File: src/rtl/spi_pkg.sv
// Shared definitions for the SPI slave: FSM state encoding, frame length
// codes and the decode from length code to frame size.
package spi_pkg;

    typedef enum logic [1:0] {
        ST_IDLE   = 2'd0,
        ST_LOAD   = 2'd1,
        ST_ACTIVE = 2'd2,
        ST_DONE   = 2'd3
    } state_t;

    typedef enum logic [1:0] {
        LEN_8  = 2'b00,
        LEN_16 = 2'b01,
        LEN_24 = 2'b10,
        LEN_32 = 2'b11
    } len_t;

    // Number of bits in a frame: 8 * (code + 1).
    function automatic logic [5:0] frame_bits(input len_t len);
        return {1'b0, len, 3'b000} + 6'd8;
    endfunction

    // Index of the first (most significant) transmitted bit: N - 1.
    function automatic logic [4:0] msb_index(input len_t len);
        return {len, 3'b111};
    endfunction

endpackage

File: src/rtl/spi_slave_sync_if.sv
// Pin and host-side signal bundle of the SPI slave. The slave modport is the
// design's view, the master modport is the view of whatever drives it.
interface spi_slave_sync_if;

    logic        SCLK;
    logic        CS;
    logic        MOSI;
    logic        MISO;
    logic        miso_oe;
    logic        CPOL;
    logic        CPHA;
    logic        daisy_chain;
    logic        default_val;
    logic [1:0]  transaction_length;
    logic [31:0] tx_data;
    logic        tx_load;
    logic        tx_ready;
    logic [31:0] rx_data;
    logic        rx_valid;
    logic        busy;
    logic        frame_err;
    logic        tx_underrun;

    modport slave (
        input  SCLK, CS, MOSI, CPOL, CPHA, daisy_chain, default_val,
               transaction_length, tx_data, tx_load,
        output MISO, miso_oe, tx_ready, rx_data, rx_valid, busy, frame_err,
               tx_underrun
    );

    modport master (
        output SCLK, CS, MOSI, CPOL, CPHA, daisy_chain, default_val,
               transaction_length, tx_data, tx_load,
        input  MISO, miso_oe, tx_ready, rx_data, rx_valid, busy, frame_err,
               tx_underrun
    );

endinterface

File: src/rtl/spi_sync.sv
// Multi-flop synchronizer for one asynchronous input. rst_val is tied to a
// constant at each instance so the chain resets to the pin's idle level.
module spi_sync #(
    parameter int STAGES = 2
) (
    input  logic clk,
    input  logic rst,
    input  logic rst_val,
    input  logic d,
    output logic q
);

    logic [STAGES-1:0] pipe;

    // Shift the asynchronous input through the flop chain.
    always_ff @(posedge clk or negedge rst) begin
        // NOTE: non-blocking assignments keep every stage sampling the
        // previous stage's old value, which is what makes this a chain.
        if (!rst) begin
            pipe <= {STAGES{rst_val}};
        end else begin
            pipe <= {pipe[STAGES-2:0], d};
        end
    end

    assign q = pipe[STAGES-1];

endmodule

File: src/rtl/spi_slave_sync.sv
// SPI slave clocked entirely by clk. SCLK, CS and MOSI are synchronized and
// edge-detected; frames of 8/16/24/32 bits in any CPOL/CPHA mode.
module spi_slave_sync #(
    parameter int SYNC_STAGES = 2
) (
    input logic             clk,
    input logic             rst,
    spi_slave_sync_if.slave bus
);
    import spi_pkg::*;

    logic sclk_s, cs_s, mosi_s;

    spi_sync #(.STAGES(SYNC_STAGES)) u_sync_sclk (
        .clk(clk), .rst(rst), .rst_val(1'b0), .d(bus.SCLK), .q(sclk_s));
    spi_sync #(.STAGES(SYNC_STAGES)) u_sync_cs (
        .clk(clk), .rst(rst), .rst_val(1'b1), .d(bus.CS), .q(cs_s));
    spi_sync #(.STAGES(SYNC_STAGES)) u_sync_mosi (
        .clk(clk), .rst(rst), .rst_val(1'b0), .d(bus.MOSI), .q(mosi_s));

    state_t            state, state_nxt;
    logic [SYNC_STAGES-1:0] settle;
    logic              settled;
    logic              cs_prev, k_prev, k;
    logic              cs_fall, sample_edge, shift_edge;
    logic              frame_done, frame_abort;
    logic              cpol_r, cpha_r, first_shift;
    len_t              len_r;
    logic [5:0]        bit_cnt;
    logic [31:0]       tx_shift;
    logic [30:0]       rx_shift;   // final bit goes straight into rx_data
    logic [31:0]       staging;
    logic              tx_ready_r;
    logic [31:0]       rx_data_r;
    logic              rx_valid_r, frame_err_r, tx_underrun_r;

    // The sync chains hold their reset values for SYNC_STAGES cycles after
    // release, so CS edges are ignored until real pin values have arrived.
    // A CS already low at release therefore never looks like a falling edge.
    assign settled     = settle[SYNC_STAGES-1];
    assign cs_fall     = settled && cs_prev && !cs_s;
    assign k           = sclk_s ^ cpol_r ^ cpha_r;
    assign sample_edge = (state == ST_ACTIVE) && k && !k_prev;
    assign shift_edge  = (state == ST_ACTIVE) && !k && k_prev;

    // Track settle status and previous CS / k levels for edge detection.
    always_ff @(posedge clk or negedge rst) begin
        if (!rst) begin
            settle  <= '0;
            cs_prev <= 1'b0;
            k_prev  <= 1'b0;
        end else begin
            settle  <= {settle[SYNC_STAGES-2:0], 1'b1};
            cs_prev <= settled ? cs_s : 1'b0;
            // At LOAD the mode is latched this very edge, so seed k_prev
            // from the incoming mode inputs rather than the old latches.
            k_prev  <= (state == ST_LOAD) ? (sclk_s ^ bus.CPOL ^ bus.CPHA) : k;
        end
    end

    // FSM state register.
    always_ff @(posedge clk or negedge rst) begin
        if (!rst) state <= ST_IDLE;
        else      state <= state_nxt;
    end

    // FSM next-state and frame-completion decode.
    always_comb begin
        // NOTE: every output of this block is given a default first, so no
        // path leaves one unassigned and no latch is inferred.
        state_nxt   = state;
        frame_done  = 1'b0;
        frame_abort = 1'b0;
        unique case (state)
            ST_IDLE:   if (cs_fall) state_nxt = ST_LOAD;
            ST_LOAD:   state_nxt = ST_ACTIVE;
            ST_ACTIVE: begin
                // Level check on CS also covers a rise that lands on LOAD.
                if (cs_s) begin
                    state_nxt   = ST_IDLE;
                    frame_abort = 1'b1;
                end else if (sample_edge && bit_cnt == 6'd1) begin
                    state_nxt  = ST_DONE;
                    frame_done = 1'b1;
                end
            end
            ST_DONE:   if (cs_s) state_nxt = ST_IDLE;
            default:   state_nxt = ST_IDLE;
        endcase
    end

    // Frame datapath: mode latch, bit counter, shift registers, rx result.
    always_ff @(posedge clk or negedge rst) begin
        if (!rst) begin
            cpol_r        <= 1'b0;
            cpha_r        <= 1'b0;
            len_r         <= LEN_8;
            first_shift   <= 1'b0;
            bit_cnt       <= '0;
            tx_shift      <= '0;
            rx_shift      <= '0;
            rx_data_r     <= '0;
            rx_valid_r    <= 1'b0;
            frame_err_r   <= 1'b0;
            tx_underrun_r <= 1'b0;
        end else begin
            rx_valid_r    <= frame_done;
            frame_err_r   <= frame_abort;
            tx_underrun_r <= 1'b0;
            if (state == ST_LOAD) begin
                cpol_r        <= bus.CPOL;
                cpha_r        <= bus.CPHA;
                len_r         <= len_t'(bus.transaction_length);
                bit_cnt       <= frame_bits(len_t'(bus.transaction_length));
                tx_shift      <= staging;
                rx_shift      <= '0;
                first_shift   <= bus.CPHA;
                // Staging still marked ready means nobody refreshed it.
                tx_underrun_r <= tx_ready_r;
            end else if (sample_edge) begin
                rx_shift <= {rx_shift[29:0], mosi_s};
                bit_cnt  <= bit_cnt - 6'd1;
            end else if (shift_edge) begin
                // In CPHA=1 the leading edge before the first sample only
                // announces the first bit, which is already on MISO.
                if (first_shift) first_shift <= 1'b0;
                else             tx_shift    <= {tx_shift[30:0], bus.default_val};
            end
            if (frame_done) rx_data_r <= {rx_shift, mosi_s};
        end
    end

    // Transmit staging register and its ready/load handshake.
    always_ff @(posedge clk or negedge rst) begin
        if (!rst) begin
            staging    <= '0;
            tx_ready_r <= 1'b1;
        end else if (state == ST_LOAD) begin
            // LOAD takes the old word; a same-cycle load refills the slot.
            if (bus.tx_load) begin
                staging    <= bus.tx_data;
                tx_ready_r <= 1'b0;
            end else begin
                tx_ready_r <= 1'b1;
            end
        end else if (bus.tx_load && tx_ready_r) begin
            staging    <= bus.tx_data;
            tx_ready_r <= 1'b0;
        end
    end

    // MISO pad drive: bypass or fill bit while deselected, data in frame.
    always_comb begin
        bus.miso_oe = 1'b1;
        bus.MISO    = bus.default_val;
        if (cs_s) begin
            bus.miso_oe = bus.daisy_chain;
            bus.MISO    = bus.daisy_chain ? bus.MOSI : bus.default_val;
        end else if (state != ST_DONE) begin
            bus.MISO = tx_shift[msb_index(len_r)];
        end
    end

    assign bus.busy        = (state != ST_IDLE);
    assign bus.tx_ready    = tx_ready_r;
    assign bus.rx_data     = rx_data_r;
    assign bus.rx_valid    = rx_valid_r;
    assign bus.frame_err   = frame_err_r;
    assign bus.tx_underrun = tx_underrun_r;

endmodule

File: src/flat_wrapper.sv
// flat-port wrapper written by rule: the top's interface ports become plain ports
module spi_slave_sync_flat import spi_pkg::*;
#(
    parameter int SYNC_STAGES = 2
)
  (clk, rst, bus_SCLK, bus_CS, bus_MOSI, bus_CPOL, bus_CPHA, bus_daisy_chain, bus_default_val, bus_transaction_length, bus_tx_data, bus_tx_load, bus_MISO, bus_miso_oe, bus_tx_ready, bus_rx_data, bus_rx_valid, bus_busy, bus_frame_err, bus_tx_underrun);
  spi_slave_sync_if bus_i ();
  input logic clk;
  input logic rst;
  input wire logic [$bits(bus_i.SCLK)-1:0] bus_SCLK;
  input wire logic [$bits(bus_i.CS)-1:0] bus_CS;
  input wire logic [$bits(bus_i.MOSI)-1:0] bus_MOSI;
  input wire logic [$bits(bus_i.CPOL)-1:0] bus_CPOL;
  input wire logic [$bits(bus_i.CPHA)-1:0] bus_CPHA;
  input wire logic [$bits(bus_i.daisy_chain)-1:0] bus_daisy_chain;
  input wire logic [$bits(bus_i.default_val)-1:0] bus_default_val;
  input wire logic [$bits(bus_i.transaction_length)-1:0] bus_transaction_length;
  input wire logic [$bits(bus_i.tx_data)-1:0] bus_tx_data;
  input wire logic [$bits(bus_i.tx_load)-1:0] bus_tx_load;
  output wire logic [$bits(bus_i.MISO)-1:0] bus_MISO;
  output wire logic [$bits(bus_i.miso_oe)-1:0] bus_miso_oe;
  output wire logic [$bits(bus_i.tx_ready)-1:0] bus_tx_ready;
  output wire logic [$bits(bus_i.rx_data)-1:0] bus_rx_data;
  output wire logic [$bits(bus_i.rx_valid)-1:0] bus_rx_valid;
  output wire logic [$bits(bus_i.busy)-1:0] bus_busy;
  output wire logic [$bits(bus_i.frame_err)-1:0] bus_frame_err;
  output wire logic [$bits(bus_i.tx_underrun)-1:0] bus_tx_underrun;
  assign bus_i.SCLK = bus_SCLK;
  assign bus_i.CS = bus_CS;
  assign bus_i.MOSI = bus_MOSI;
  assign bus_i.CPOL = bus_CPOL;
  assign bus_i.CPHA = bus_CPHA;
  assign bus_i.daisy_chain = bus_daisy_chain;
  assign bus_i.default_val = bus_default_val;
  assign bus_i.transaction_length = bus_transaction_length;
  assign bus_i.tx_data = bus_tx_data;
  assign bus_i.tx_load = bus_tx_load;
  assign bus_MISO = bus_i.MISO;
  assign bus_miso_oe = bus_i.miso_oe;
  assign bus_tx_ready = bus_i.tx_ready;
  assign bus_rx_data = bus_i.rx_data;
  assign bus_rx_valid = bus_i.rx_valid;
  assign bus_busy = bus_i.busy;
  assign bus_frame_err = bus_i.frame_err;
  assign bus_tx_underrun = bus_i.tx_underrun;
  spi_slave_sync #(.SYNC_STAGES(SYNC_STAGES)) u_core (.clk(clk), .rst(rst), .bus(bus_i));
endmodule
File: config.mk
export PLATFORM = sky130hd
export DESIGN_NAME = spi_slave_sync_flat
export DESIGN_NICKNAME = d
export VERILOG_FILES = /design/src/rtl/spi_pkg.sv /design/src/rtl/spi_slave_sync_if.sv /design/src/rtl/spi_sync.sv /design/src/rtl/spi_slave_sync.sv /design/src/flat_wrapper.sv
export SDC_FILE = /design/constraint.sdc
export NUM_CORES = 1
export LEC_CHECK = 0
export CORE_MARGIN = 1
export CORE_UTILIZATION = 59
export DETAILED_ROUTE_END_ITERATION = 8
export PLACE_DENSITY = 0.85
export REMOVE_ABC_BUFFERS = 1
export SLEW_MARGIN = 20
export SYNTH_ARGS = -nofsm -noshare
export SYNTH_HDL_FRONTEND = slang
export SYNTH_SLANG_ARGS = --single-unit
File: constraint.sdc
create_clock -name clk -period 5.1 [get_ports clk]
set_input_delay 0.51 -clock clk [delete_from_list [all_inputs] [get_ports clk]]
set_output_delay 0.51 -clock clk [all_outputs]
set_load 0.005 [all_outputs]
[After elaboration in Yosys (flattened, before gate mapping)]
Index checks and enable logic that the tools add are counted.
Cells by class
  add/subtract/negate cells: 2
  order comparisons: 1
  equal/unequal tests: 11
  mux-type cells: 36
  bitwise logic cells: 4
  reduce and logical (&&, ||, !) cells: 20
Operators by type and width (number)
  two-way mux 32 bit: 7
  two-way mux 31 bit: 2
  two-way mux 1 bit: 19
  two-way mux 6 bit: 2
  != test 2 bit, second input constant: 5
  logical AND 1 bit: 8
  two-way mux 2 bit: 4
  case mux 2 bit (4 select lines): 1
  nonzero test 2 bit: 4
  adder 5 x 4 -> 6 bit, second input constant: 1
  equality test 6 x 1 -> 1 bit, second input constant: 1
  < comparator 5 x 6 -> 1 bit, second input constant: 1
  AND reduction 3 bit: 2
  subtractor 6 x 1 -> 6 bit, second input constant: 1
  equality test 2 bit, second input constant: 2
  AND reduction 2 bit: 2
  bitwise XOR 1 bit: 4
  logical NOT 1 bit: 3
  != test 3 bit, second input constant: 1
  binary-select mux 1 bit (select 2 bit): 1
  equality test 2 x 1 -> 1 bit, second input constant: 1
  logical NOT 2 bit: 1
  != test 2 x 1 -> 1 bit, second input constant: 1
Word-level totals
  register bits after elaboration: 154
  input port bits: 44
  output and inout port bits: 39

[Depth between registers and ports, before layout]
Gate-level depths: netlist (run 1).
  depth in word-level cells: 8
  depth in mapped cells: 7
  depth with buffers taken out: 5

[Least setup slack after synthesis (run 1)]
OpenSTA, ideal clock, no wires.
  kind: register to register
  start point: register u_core.cpol_r
  end point: register u_core.rx_data_r[10], in the netlist u_core.bus.rx_data[10]
  setup time: 0.125 ns
  arrival time: 2.192 ns
  slack: 2.782 ns
  cell stages (with the launch flop): 8
  path buffers: 3
  period minus slack after synthesis: 2.318 ns
  path through: dfrtp_1 xnor3_1 or3_1 buf_4 or3_1 buf_2 buf_6 mux2_4
Between the ends
  word-level cells in the longest chain between the ends: 8
Ends and longest elaborated chain
  start, declared: RTL line spi_slave_sync.sv:27  | logic cpol_r, cpha_r, first_shift;
  start signal, assigned: RTL line spi_slave_sync.sv:111  | cpol_r <= bus.CPOL;
  bitwise XOR 1 bit (2 in a row): RTL line spi_slave_sync.sv:42  | assign k = sclk_s ^ cpol_r ^ cpha_r;
  logical AND 1 bit (2 in a row): RTL line spi_slave_sync.sv:43  | assign sample_edge = (state == ST_ACTIVE) && k && !k_prev;
  logical AND 1 bit: RTL line spi_slave_sync.sv:82  | end else if (sample_edge && bit_cnt == 6'd1) begin
  two-way mux 1 bit: RTL line spi_slave_sync.sv:82
  two-way mux 1 bit: RTL line spi_slave_sync.sv:79  | if (cs_s) begin
  two-way mux 1 bit: RTL line spi_slave_sync.sv:74  | unique case (state)
  end signal, assigned: RTL line spi_slave_sync.sv:129  | if (frame_done) rx_data_r <= {rx_shift, mosi_s};
  end, declared: RTL line spi_slave_sync.sv:34  | logic [31:0] rx_data_r;
No other way between the ends.
A chain may end at the register's enable or synchronous reset.

[Worst setup path in the final report (run 1)]
  start point: register u_core.cpol_r
  end point: register u_core.rx_data_r[15], in the netlist u_core.bus.rx_data[15]
The elaborated chain is that of the path after synthesis.

==> impl_metrics.toml, run 1 <==
[floorplanning]
num_rows = 37
start_util_pct = 61.0
dieWidth_um = 106
die_y_um = 106
fp.dieArea_mm2 = 0.0111
io_pins = 83
core_region_area_mm2 = 0.0104

[timing]
fmax_mhz = 312
drv_slew = 0
fin_skew_ns = 0.0102
period_share_pct = 62.9
tightestPinTransition_ns = 0.994
relSlewSlack_pct = 33.7
setup_tns_ns = 0
rsz0062_at_grt = "no"
period_needed_ns = 3.21
setup_viol = 0
hold_viol = 0

[worst_setup_path]
cpMostUsedCell = "or3_2"
setup.worst_path.class = "flop to flop"
startpoint_type = "flop"
slowest_delay_ns = 0.98
path_cells = "xnor3_1 -> or3_2 -> or3_2 -> mux2_4"
critPathArrivalTime_ns = 3.60
path_max_fanout = 37
required_ns = 5.49
r2r_cells = 4
r2r_end = "u_core.bus.rx_data[15]"
rrSetupSlack_ns = 1.89
end_kind = "flop"
slowest_stage = "or3_2"
worstReg2RegStart = "u_core.cpol_r"
cp-startpoint = "u_core.cpol_r"

[placement]
io_buffers = 82
placed_area_mm2 = 0.00723
gp_congestion = 0.759
place_inst = 712
hpwl_um = 7380

[global_route]
overflow = 0
grt_first_pass_wirelength_um = 19600
grt_antenna_before_repair = 0
grt_usage_pct = 22.6
grt_max_degree = 102
grt_pass1_vias = 4129

[final_layout]
nets = 642
areaGrowthSynthToFinish_pct = 23.0
fin_cells = 744
layout-drive-gt1-share_pct = 18.6
final_area_mm2 = 0.00777
fillers = 680
num_antenna_cells = 0

[power_and_ir_drop]
power_density_mw_per_mm2 = 459
combPwrFrac_pct = 20.1
power_frac_seq_pct = 48.3
swShare_pct = 29.8
p_int_mw = 2.51
clkPwrFrac_pct = 31.5
power.total_mw = 3.57
max-vdd-ir-drop_mv = 0.253
p_leak_nw = 3.88
p_sw_mw = 1.06

[cts]
clk_pin_slew_ns = 0.07
cts_buffers = 17
cts_max_level = 4
clock_sinks = 154
clockRootBuffer = "clkbuf_8"
postCtsHoldBufs = 0
tritoncts = "done"
clock_latency_ns = 0.52
cts-resized-gates = 0
post_cts_buffers = 0
clock_path_buffers = 2

[yosys]
synth_seq_cells = 154
synth_top_area_share_pct = 59.8
netlist_area_mm2 = 0.00632
ys.warnings.count = 0
synth.largest_area_cell = "dfrtp_1"
ys.flop_type = "dfrtp_1"
yosys-top-cells-count = "dfrtp_1 (151), nand2_1 (116), nand3_1 (37)"
yosysSeqAreaShare_pct = 61.0
async_flop_share_pct = 100
synth_edf_count = 0
synth_fa_ha_area_share_pct = 0.594
avgSynthCellArea_um2 = 12.2
yosysUniqueCellTypes = 37
synth-simple-area-share_pct = 12.2
synth_compound_area_share_pct = 3.86
synthMuxAreaShare_pct = 18.9
synth_top_family_by_area = "multiplexers"
synth_area_leaders = "dfrtp_1 (60%), mux2_4 (7.1%), nand2_1 (6.9%)"
synth.most_common_cell = "dfrtp_1"
synth_xor_area_share_pct = 0.910
syn_inst = 519

[drt]
via_per_inst = 5.53
ant_nets = 0
vias = 4114
routedWlPerCell_um = 15.5
drcViolationCount = 0
drt_iter0_drc = 185
drt-total-wl_um = 11500
dr.pass1.iters = 4

[status]
status = "complete, no violations"

[hold_path]
hp-class = "primary input to async pin"

[flow_run]
drv_cap = 0
[cell families after synthesis]
group / count (synthesis)
simple gates: 178
flops: 154
mux: 99
compound gates: 45
buf+inv: 34
xor+xnor: 5
fa+ha+maj: 3
other cells: 1
[state kept, by name (all words and copies together), names as in the netlist, 6 cells and up]
| register | cells |
|---|---|
| u_core.bit_cnt | 6 |
| u_core.bus.rx_data | 32 |
| u_core.tx_shift | 32 |
| u_core.rx_shift | 31 |
| u_core.staging | 32 |
[area by class of cell]
| class | instances | area [um^2] | area share, % |
|---|---|---|---|
| timing repair buffer | 88 | 867 | 11.2 |
| sequential | 154 | 3860 | 49.6 |
| clock inverter | 14 | 111 | 1.43 |
| tap | 136 | 170 | 2.19 |
| clock buffer | 18 | 428 | 5.50 |
| multi-input combinational | 331 | 2330 | 30.0 |
| inverter | 3 | 11.3 | 0.145 |
[stage by stage]
stage / utilization (%) / hold WS, ns / setup WS, ns
final: 75.0 / 0.0636 / 1.89
after floorplan: - / 0.214 / 0.494
after global routing: 75.0 / 0.150 / 1.77
after CTS: 75.0 / 0.114 / 1.76
after detailed placement: 69.8 / 0.335 / 1.76
after global placement: 69.8 / 0.333 / 1.86
[worst max-delay path: cells and delay by family, from the launching register on]
kind                      cells  cell delay, ns
and+or+nand+nor               2            1.73
DFF                           1            0.39
muxes                         1            0.45
xor gates and xnor gates      1            0.49
[layout by cell type (no fill, tap or decap), drive strengths merged]
| cell | count |
|---|---|
| nand4b | 3 |
| buf | 7 |
| nor4 | 1 |
| conb | 1 |
| nor2 | 5 |
| and2 | 3 |
| xnor3 | 1 |
| dfrtp | 151 |
| nand2b | 3 |
| clkinv | 5 |
| clkbuf | 18 |
| xnor2 | 3 |
| nand3 | 37 |
| inv | 9 |
| nand2 | 116 |
| o221a | 1 |
| dfstp | 3 |
| and4 | 1 |
| a21boi | 1 |
| ha | 3 |
| mux2 | 64 |
| nor3 | 3 |
| a31oi | 1 |
| nand4 | 1 |
| nor2b | 2 |
| mux2i | 34 |
| clkdlybuf4s50 | 81 |
| a21oi | 2 |
| a32oi | 1 |
| o211ai | 2 |
| mux4 | 1 |
| xor2 | 1 |
| or3 | 3 |
| o21ai | 37 |
| clkinvlp | 3 |
[layer usage]
layer,vias to the layer above,global-route usage [%],share of wire (%)
li1,1937,-,-
met1,2053,28.5,43
met3,16,5.01,3.6
met5,-,0,0
met2,108,39.5,52
met4,0,6.55,1.3
[worst max path at each step]
stage | endpoint | slack, ns | cells past startpoint
after floorplan | u_core.staging[0] | 0.49 | 3
after global placement | u_core.bus.rx_data[18] | 1.86 | 4
after detailed placement | u_core.bus.rx_data[10] | 1.76 | 4
after CTS | u_core.bus.rx_data[9] | 1.76 | 4
after global routing | u_core.bus.rx_data[15] | 1.77 | 4
final | u_core.bus.rx_data[15] | 1.89 | 4
[power by group through the flow]
stage	Combinational (mW)	Sequential, mW	Clock [mW]
CTS	0.727	1.73	1.15
global route	0.804	1.76	1.21
detailed placement	0.713	1.74	0
global placement	0.672	1.72	0
floorplan	0.527	1.68	0
finish	0.719	1.73	1.13
No activity file was read; power rests on OpenSTA's default activity.
==> run 2, diff against run 1 <==
- CORE_UTILIZATION: 59 -> 49
- PLACE_DENSITY: 0.85 -> 0.75
- clock period: 5.1 -> 2.7 ns (I/O delays scaled with it)
==> run 2 against run 1 <==
Effect of this change: combinational power increased by 86%; first-iteration DRC count grew 35%; sequential power grew 88%; sequential cell count did not move; critical endpoint is now u_core.bus.rx_data[5].
==> impl_metrics.toml, run 2 (synthesis results as in run 1) <==
[drt]
drt-total-wl_um = 11300
dr.pass1.iters = 4
via_per_inst = 5.13
ant_nets = 0
drcViolationCount = 0
drt_iter0_drc = 250
routedWlPerCell_um = 14.4
vias = 4013

[timing]
period_share_pct = 91.3
drv_slew = 0
finalHoldWorstSlack_ns = 0.297
tightestPinTransition_ns = 0.825
period_needed_ns = 2.46
setup_ws_ns = 0.236
setup_tns_ns = 0
fin_skew_ns = 0.00654
relSlewSlack_pct = 45.0
rsz0062_at_grt = "no"
fmax_mhz = 406
hold_viol = 0
setup_viol = 0

[worst_setup_path]
setup.worst_path.class = "flop to flop"
critPathArrivalTime_ns = 2.76
r2r_cells = 5
path_cells = "xnor3_1 -> or3_1 -> or3_2 -> buf_4 -> mux2_4"
end_kind = "flop"
required_ns = 3.00
slowest_stage = "xnor3_1"
startpoint_type = "flop"
path_max_fanout = 32
worstSetupPathDepth = 5
crit_end = "u_core.bus.rx_data[5]"
rrSetupSlack_ns = 0.24
slowest_delay_ns = 0.48
worstReg2RegStart = "u_core.cpol_r"
r2r_end = "u_core.bus.rx_data[5]"
cp-startpoint = "u_core.cpol_r"
crit_family = "simple AND/OR/NAND/NOR gates"
cp_num_buf_inv = 1

[floorplanning]
dieWidth_um = 116
num_rows = 41
core_region_area_mm2 = 0.0126
die_y_um = 116
fp.dieArea_mm2 = 0.0134
io_pins = 83
start_util_pct = 50.1

[power_and_ir_drop]
swShare_pct = 27.4
p_int_mw = 4.96
p_sw_mw = 1.87
power_density_mw_per_mm2 = 865
power_frac_seq_pct = 47.7
p_leak_nw = 3.91
max-vdd-ir-drop_mv = 0.691
combPwrFrac_pct = 19.6
clkPwrFrac_pct = 32.7

[cts]
tritoncts = "done"
cts_buffers = 17
clock_latency_ns = 0.42
cts_max_level = 4
clockRootBuffer = "clkbuf_16"
clock_path_buffers = 2
post_cts_buffers = 0
clock_sinks = 154
cts-resized-gates = 0
clk_pin_slew_ns = 0.06
postCtsHoldBufs = 1

[global_route]
grt_antenna_before_repair = 0
met3_usage_pct = 6.59
gr-usage-met2_pct = 32.0
use_met1_pct = 23.6
grt_pass1_vias = 4148
grt_usage_pct = 19.2
grt_first_pass_wirelength_um = 19500
busiest_layer = "met2"
grt_max_degree = 94
overflow = 0

[final_layout]
final_cell_mix = "dfrtp_1 (151), nand2_1 (116), clkdlybuf4s50_1 (81), nand3_1 (37), o21ai_0 (36)"
final_area_mm2 = 0.00790
seq_area_mm2 = 0.00386
areaGrowthSynthToFinish_pct = 24.9
num_antenna_cells = 0
multi_input_area_mm2 = 0.00233
utilization_pct = 62.6
nets = 646
layout-drive-gt1-share_pct = 18.2
fillers = 977
layout_commonest_cell = "dfrtp_1"

[placement]
place_ws_ns = 0.243
placed_area_mm2 = 0.00732
hpwl_um = 7430
gp_congestion = 0.772
io_buffers = 82

[flow_run]
drv_cap = 0

[status]
status = "complete, no violations"

[hold_path]
hp-class = "primary input to flop"
## run 2: changes by cell type in the layout (fill, tap and decap cells not counted), sizes merged
cell | previous run | this run
inv | 9 | 3
bufinv | 0 | 1
buf | 7 | 10
clkbuf | 18 | 25
clkinv | 5 | 2
dlygate4sd3 | 0 | 1
## run 2: worst min-delay path by stage
stage | cells past startpoint | slack (ns) | from | end
floorplan | 0 | -0.03 | rst | u_core.bit_cnt[0]
global placement | 0 | 0.34 | u_core.settle[0] | u_core.settle[1]
detailed placement | 0 | 0.34 | u_core.settle[0] | u_core.settle[1]
CTS | 1 | 0.29 | bus_SCLK | u_core.u_sync_sclk.pipe[0]
global route | 1 | 0.29 | bus_CS | u_core.u_sync_cs.pipe[0]
finish | 1 | 0.30 | bus_CS | u_core.u_sync_cs.pipe[0]
## run 2: metrics by stage
step                      total power [mW]  instances
after CTS                             6.91        783
after detailed placement              4.65        751
after floorplan                       4.17        488
final                                 6.83        783
after global routing                  7.24        783
after global placement                4.55        751
## run 2: power groups by stage
stage | logic, mW | registers (mW) | clock network, mW
after detailed placement | 1.36 | 3.29 | 0
after CTS | 1.37 | 3.26 | 2.28
after floorplan | 0.995 | 3.17 | 0
final | 1.34 | 3.26 | 2.23
after global routing | 1.51 | 3.33 | 2.40
after global placement | 1.29 | 3.26 | 0
## run 2: routing by layer
metal  vias up  share of wire [%]
li1       1921                  -
met1      1984                 43
met4         0                1.3
met5         -                  0
met3        13                4.7
met2        95                 51
## run 2: cell type report
type | count | share of cell area (%)
inverters | 3 | 0.143
clock inverters | 6 | 0.792
well taps | 172 | 2.72
clock buffers | 25 | 6.40
repair buffers | 92 | 11.5
flip-flops and latches | 154 | 48.8
multi-input cells | 331 | 29.6
==> run 3, diff against run 2 <==
--- a/config.mk
+++ b/config.mk
@@ -6,4 +6,5 @@
 export NUM_CORES = 1
 export LEC_CHECK = 0
+export CAP_MARGIN = 5
 export CORE_MARGIN = 1
 export CORE_UTILIZATION = 49
==> constraint.sdc (replaced) <==
create_clock -name clk -period 2.7 [get_ports clk]
set_input_delay 0.27 -clock clk [delete_from_list [all_inputs] [get_ports clk]]
set_output_delay 0.27 -clock clk [all_outputs]
set_load 0.05 [all_outputs]
==> run 3 against run 2 <==
Effect of this change: non-clock buffer count grew 2; maximum frequency is 2.6% lower; power up 5.1%; die area unchanged; sequential power about the same; final cell count increased by 0.38%; worst hold slack lost 0.031 ns; via count up 1.8%; sequential cell count did not move; register-to-register slack got worse by 0.05 ns; critical path depth shrank 1; cell area increased by 0.81%; critical endpoint is now bus_MISO; largest cell class unchanged.
==> impl_metrics.toml, run 3 (synthesis results as in run 1) <==
[global_route]
grt_first_pass_wirelength_um = 20400
grt_antenna_before_repair = 0
grt_usage_pct = 20.0
grt_pass1_vias = 4178
grt_max_degree = 74
overflow = 0

[worst_setup_path]
path_cells = "mux4_2 -> a32oi_1 -> nand2_1 -> clkdlybuf4s50_1"
critPathArrivalTime_ns = 2.26
path_max_fanout = 2
slowest_delay_ns = 0.70
end_kind = "output pin"
required_ns = 2.43
slowest_stage = "clkdlybuf4s50_1"
startpoint_type = "flop"
cp_num_buf_inv = 1
crit_family = "buffers and inverters"
setup.worst_path.class = "flop to output pin"

[cts]
clock_latency_ns = 0.42
tritoncts = "done"
clock_sinks = 154
cts_buffers = 17
clk_pin_slew_ns = 0.06
postCtsHoldBufs = 1
cts-resized-gates = 0
clockRootBuffer = "clkbuf_16"
post_cts_buffers = 0
clock_path_buffers = 2
cts_max_level = 4

[power_and_ir_drop]
p_leak_nw = 3.95
power_density_mw_per_mm2 = 901
power.total_mw = 7.18
max-vdd-ir-drop_mv = 0.660

[timing]
fmax_mhz = 395
drv_slew = 0
setup_viol = 0
rsz0062_at_grt = "no"
fin_skew_ns = 0.00738
period_share_pct = 93.7
relSlewSlack_pct = 55.9
period_needed_ns = 2.53
hold_viol = 0
finalHoldWorstSlack_ns = 0.266
tightestPinTransition_ns = 0.661

[flow_run]
drv_cap = 0

[floorplanning]
die_y_um = 116
num_rows = 41
io_pins = 83
start_util_pct = 50.1
core_region_area_mm2 = 0.0126
fp.dieArea_mm2 = 0.0134
dieWidth_um = 116

[placement]
placed_area_mm2 = 0.00732
io_buffers = 82
hpwl_um = 7530
gp_congestion = 0.740

[drt]
drt-total-wl_um = 11800
dr.pass1.iters = 4
routedWlPerCell_um = 15.0
via_per_inst = 5.20
drcViolationCount = 0
ant_nets = 0
drt_iter0_drc = 220
vias = 4087

[final_layout]
final_area_mm2 = 0.00796
final_cell_mix = "dfrtp_1 (151), nand2_1 (116), clkdlybuf4s50_1 (81), nand3_1 (37), o21ai_0 (36)"
num_antenna_cells = 0
areaGrowthSynthToFinish_pct = 25.9
layout_commonest_cell = "dfrtp_1"
utilization_pct = 63.1
layout-drive-gt1-share_pct = 18.6
nets = 648

[hold_path]
hp-class = "primary input to flop"

[status]
status = "complete, no violations"
==> run 3: routing by layer <==
metal	GRT usage, %	up-vias	share of wire [%]
li1	-	1940	-
met1	25.1	2052	44
met2	33.4	84	51
met3	6.01	11	4.0
met4	6.23	0	0.63
met5	0	-	0
==> run 3: worst paths after layout <==
path / startpoint / to / slack, ns / cells past startpoint
setup / recovery: u_core.len_r[0] / bus_MISO / 0.17 / 4
hold / removal: bus_CS / u_core.u_sync_cs.pipe[0] / 0.27 / 1
setup reg to reg: u_core.cpol_r / u_core.bus.rx_data[22] / 0.19 / 5
hold reg to reg: u_core.settle[0] / u_core.settle[1] / 0.35 / 0
max in group asynchronous: rst / u_core.bus.rx_data[11] / 1.39 / 3
min in group asynchronous: rst / u_core.bus.rx_data[2] / 0.43 / 2
==> run 3: final cells by class <==
cell class                      instances  area [um^2]
Inverter                                3         11.3
Fill cell                             992         4660
Multi-Input combinational cell        331         2330
Clock inverter                         10          165
Tap cell                              172          215
Clock buffer                           22          464
Timing Repair Buffer                   94          915
Sequential cell                       154         3860
==> run 3: report_power, final <==
group / total [mW] / leakage [nW] / switching [mW] / internal, mW
registers: 3.26 / 2.01 / 0.377 / 2.89
logic: 1.42 / 1.64 / 0.719 / 0.697
clock network: 2.50 / 0.297 / 0.900 / 1.60
==> run 3: stage by stage <==
| step | worst slack (ns) | setup TNS, ns | cells |
|---|---|---|---|
| 2_1_floorplan | -1.91 | -100.25 | 488 |
| 3_3_place_gp | 0.278 | 0 | 753 |
| 3_5_place_dp | 0.192 | 0 | 753 |
| 4_1_cts | 0.138 | 0 | 786 |
| 5_1_grt | 0.0525 | 0 | 786 |
| 6_report | 0.169 | 0 | 786 |
